File: config.mk
export PLATFORM = sky130hd
export DESIGN_NAME = adventure_game_fsm
export DESIGN_NICKNAME = d
export VERILOG_FILES = /design/src/rtl/adventure_game_fsm.sv
export SDC_FILE = /design/constraint.sdc
export NUM_CORES = 1
export LEC_CHECK = 0
export ABC_AREA = 0
export ABC_CLOCK_PERIOD_IN_PS = 1900
export CAP_MARGIN = 20
export CORE_AREA = 3 3 40 42
export CTS_CLUSTER_DIAMETER = 150
export DETAILED_ROUTE_END_ITERATION = 8
export DIE_AREA = 0 0 43 45
export SETUP_SLACK_MARGIN = 0.3
export SKIP_CTS_REPAIR_TIMING = 1
export SLEW_MARGIN = 10
export SYNTH_ARGS = -nofsm -noshare
export SYNTH_HDL_FRONTEND = slang
export SYNTH_SLANG_ARGS = --single-unit
File: constraint.sdc
create_clock -name clk -period 1.9 [get_ports clk]
set_input_delay 0.38 -clock clk [delete_from_list [all_inputs] [get_ports clk]]
set_output_delay 0.38 -clock clk [all_outputs]
set_load 0.01 [all_outputs]
File: src/rtl/adventure_game_fsm.sv
// Room-walking adventure FSM: cave -> tunnel -> river -> (sword stash) -> dragon -> vault/graveyard.
// Optional ADV_AUTO_RESTART_EN: terminal rooms return to the cave after 16 enabled edges.
module adventure_game_fsm (
   input  logic       clk,
   input  logic       reset,
   input  logic       start,
   input  logic [1:0] direction,
   output logic [2:0] room,
   output logic       sword,
   output logic       result
);

   typedef enum logic [2:0] {
      ROOM_CAVE    = 3'b000,
      ROOM_TUNNEL  = 3'b001,
      ROOM_RIVER   = 3'b010,
      ROOM_STASH   = 3'b011,
      ROOM_DRAGON  = 3'b100,
      ROOM_VAULT   = 3'b101,
      ROOM_GRAVE   = 3'b110,
      ROOM_ILLEGAL = 3'b111
   } room_e;

   localparam logic [1:0] DIR_NORTH = 2'b00;
   localparam logic [1:0] DIR_EAST  = 2'b01;
   localparam logic [1:0] DIR_SOUTH = 2'b10;
   localparam logic [1:0] DIR_WEST  = 2'b11;

   room_e room_q, room_d;
   logic  sword_q, sword_d;
   logic  result_q, result_d;

`ifdef ADV_AUTO_RESTART_EN
   localparam int unsigned CNT_W = 4;
   logic [CNT_W-1:0] cnt_q, cnt_d;
`endif

   // Next-state: illegal code recovers regardless of start; otherwise move only when enabled.
   always_comb begin
      room_d  = room_q;
      sword_d = sword_q;
`ifdef ADV_AUTO_RESTART_EN
      cnt_d   = cnt_q;
`endif
      if (room_q == ROOM_ILLEGAL) begin
         room_d  = ROOM_CAVE;
         sword_d = 1'b0;
      end else if (start) begin
         case (room_q)
            ROOM_CAVE:   if (direction == DIR_EAST) room_d = ROOM_TUNNEL;
            ROOM_TUNNEL: if (direction == DIR_WEST) room_d = ROOM_RIVER;
            ROOM_RIVER: begin
               if (direction == DIR_SOUTH) begin
                  room_d  = ROOM_STASH;
                  sword_d = 1'b1;
               end else if (direction == DIR_EAST) begin
                  room_d = ROOM_DRAGON;
               end
            end
            ROOM_STASH:  if (direction == DIR_NORTH) room_d = ROOM_RIVER;
            ROOM_DRAGON: begin
               room_d = sword_q ? ROOM_VAULT : ROOM_GRAVE;
`ifdef ADV_AUTO_RESTART_EN
               cnt_d  = '0;
`endif
            end
            ROOM_VAULT, ROOM_GRAVE: begin
`ifdef ADV_AUTO_RESTART_EN
               if (cnt_q == {CNT_W{1'b1}}) begin
                  room_d  = ROOM_CAVE;
                  sword_d = 1'b0;
                  cnt_d   = '0;
               end else begin
                  cnt_d = cnt_q + CNT_W'(1);
               end
`else
               room_d = room_q;
`endif
            end
            default: room_d = ROOM_CAVE;
         endcase
      end
      result_d = (room_d == ROOM_VAULT);
   end

   always_ff @(posedge clk) begin
      if (reset) begin
         room_q   <= ROOM_CAVE;
         sword_q  <= 1'b0;
         result_q <= 1'b0;
`ifdef ADV_AUTO_RESTART_EN
         cnt_q    <= '0;
`endif
      end else begin
         room_q   <= room_d;
         sword_q  <= sword_d;
         result_q <= result_d;
`ifdef ADV_AUTO_RESTART_EN
         cnt_q    <= cnt_d;
`endif
      end
   end

   assign room   = room_q;
   assign sword  = sword_q;
   assign result = result_q;

endmodule

==> flow_summary.json <==
{
  "outcome": "finished clean",
  "setup_tns_ns": 0,
  "setup_viol": 0,
  "clkSlewWorstSetupHoldPaths_ns": 0.05,
  "gp_congestion": 0.680,
  "critPathRequiredTime_ns": 1.52,
  "whs_ns": 0.518,
  "overflow": 0,
  "holdPathStages": 1,
  "worstSetupStartpointType": "flip-flop",
  "fp.dieH_um": 45,
  "hold_path_startpoint": "room[1]",
  "vias": 297,
  "worstPathArrival_ns": 1.17,
  "critical-path-slowest-cell": "clkdlybuf4s50_1",
  "netlist_area_sq_um": 283,
  "drive_gt1_share_pct": 17.8,
  "min_to": "room[2]",
  "cts-htree-levels": 1,
  "yosys.cell_types.count": 19,
  "syn_avg_cell_area_sq_um": 8.32,
  "slew_violations": 0,
  "finalPower_uw": 274,
  "peakVddDrop_uv": 204,
  "slew_headroom_pct": 84.4,
  "syn_inst": 34,
  "hold_violations": 0,
  "layout_commonest_cell": "clkdlybuf4s50_1",
  "drv_cap": 0,
  "critPathTopFamily": "buffers and inverters",
  "cp_num_buf_inv": 1,
  "drtIter0Drc": 20,
  "powerDensity_nw_per_um2": 657,
  "synth_nets": 39,
  "n_antenna_cell": 0,
  "max_freq_ghz": 0.645,
  "wirelength_um": 676,
  "worst_path_largest_cell_delay_ns": 0.56,
  "io_buffer_count": 9,
  "core_sq_um": 1280,
  "cts_tree": "built",
  "hold_path_class": "flip-flop to flip-flop",
  "io_pins": 10,
  "drc": 0,
  "die_w_um": 43,
  "ys_ff_latch": 5,
  "grt_usage_pct": 7.67,
  "die-area_sq_um": 1940,
  "grt_pass1_wl_um": 1050,
  "period_needed_ns": 1.55,
  "antenna_left": 0,
  "synth.yosys.warnings": 0,
  "grt_max_degree": 11,
  "fin_crit_sh_pct": 81.6,
  "clk-insertion-delay-late_ns": 0.24,
  "dp_slack_ns": 0.168,
  "path_class": "flip-flop to output pin",
  "antenna_found_initial": 0,
  "nets": 51,
  "numCtsBuffers": 3,
  "rsz0062_at_grt": "false",
  "skew_ns": 0.000645,
  "reg2reg_depth": 4,
  "cts-root-buf": "clkbuf_4",
  "wl_per_cell_um": 11.3,
  "worst_slack_ns": 0.350,
  "initial_utilization_pct": 22.0,
  "synth-seq-area-share_pct": 35.4,
  "worstMarginPinSlew_ns": 0.231,
  "grt_pass1_vias": 258,
  "timing.critical_path.cells": "clkdlybuf4s50_1",
  "path_max_fanout": 4,
  "dp_hpwl_um": 472,
  "reg2reg_from": "room[2]",
  "r2r-end": "result",
  "drt-vias-per-instance": 4.95,
  "firstDrtPassIters": 4,
  "power.leakage_uw": 0.000172,
  "r2r_slack_ns": 0.80,
  "fillers": 134,
  "num_rows": 13,
  "end_kind": "output pin",
  "clock-sinks": 5,
  "syn_to_final_growth_pct": 47.3,
  "final_cell_mix": "clkdlybuf4s50_1 (7), a21oi_1 (4), o21ai_0 (4)",
  "ctsLongestPathBuffers": 2
}
==> state kept, by name, indices dropped and copies added, names as in the netlist <==
name,count
room,3
sword,1
result,1
==> worst max path at each step <==
stage	from	to	slack [ns]	cells past startpoint
5_1_grt	sword	sword	0.32	1
3_5_place_dp	direction[0]	result	0.17	5
3_3_place_gp	direction[0]	result	0.17	5
4_1_cts	room[0]	room[0]	0.18	1
2_1_floorplan	room[2]	result	0.77	4
6_report	sword	sword	0.35	1
==> cell usage after synthesis <==
cell type  count  area [sq um]
a211o_1        1          8.76
a211oi_2       1          12.5
a21oi_1        4          20.0
a41oi_1        1          8.76
buf_4          1          7.51
clkbuf_2       1          5.00
dfxtp_1        5           100
inv_1          1          3.75
mux2i_1        1          10.0
nand2_1        1          3.75
nand2b_1       3          18.8
nand3_1        1          5.00
nor2_1         2          7.51
nor2b_2        1          8.76
nor3_1         1          5.00
nor3b_1        3          22.5
nor4_1         1          6.26
nor4b_1        1          8.76
o21ai_0        4          20.0
==> cells by family (layout without fill, tap and decap cells) <==
kind of cell	after synthesis	after routing	share of synthesized area, %
compound gates	11	11	24.8
buf+inv	3	14	5.75
flops	5	5	35.4
mux	1	1	3.54
simple gates	14	14	30.5
==> layer usage <==
| layer | wire (um) | vias to the layer above | GRT usage (%) |
|---|---|---|---|
| met3 | 34 | 0 | 2.79 |
| li1 | - | 148 | - |
| met5 | 0 | - | 0 |
| met4 | 0 | 0 | 7.23 |
| met1 | 324 | 139 | 8.94 |
| met2 | 316 | 10 | 10.8 |
==> area by class of cell <==
class	instances	area (sq um)	share of cell area, %
inverter	1	3.75	0.901
sequential	5	106	25.5
tap	15	18.8	4.50
multi-input combinational	26	166	39.9
clock buffer	4	26.3	6.31
timing repair buffer	9	95.1	22.8
==> report_power, final <==
part | internal [uW] | switching [uW]
Sequential | 107 | 5.45
Clock | 79.6 | 46.7
Combinational | 19.8 | 15.4
==> metrics by stage <==
step	util, %	cells	instance area (sq um)
detailed placement	29.5	56	379
global placement	29.5	56	379
floorplan	-	34	283
CTS	31.5	60	405
finish	32.4	60	417
global route	32.4	60	417
Power figures use the tool's default switching activity.
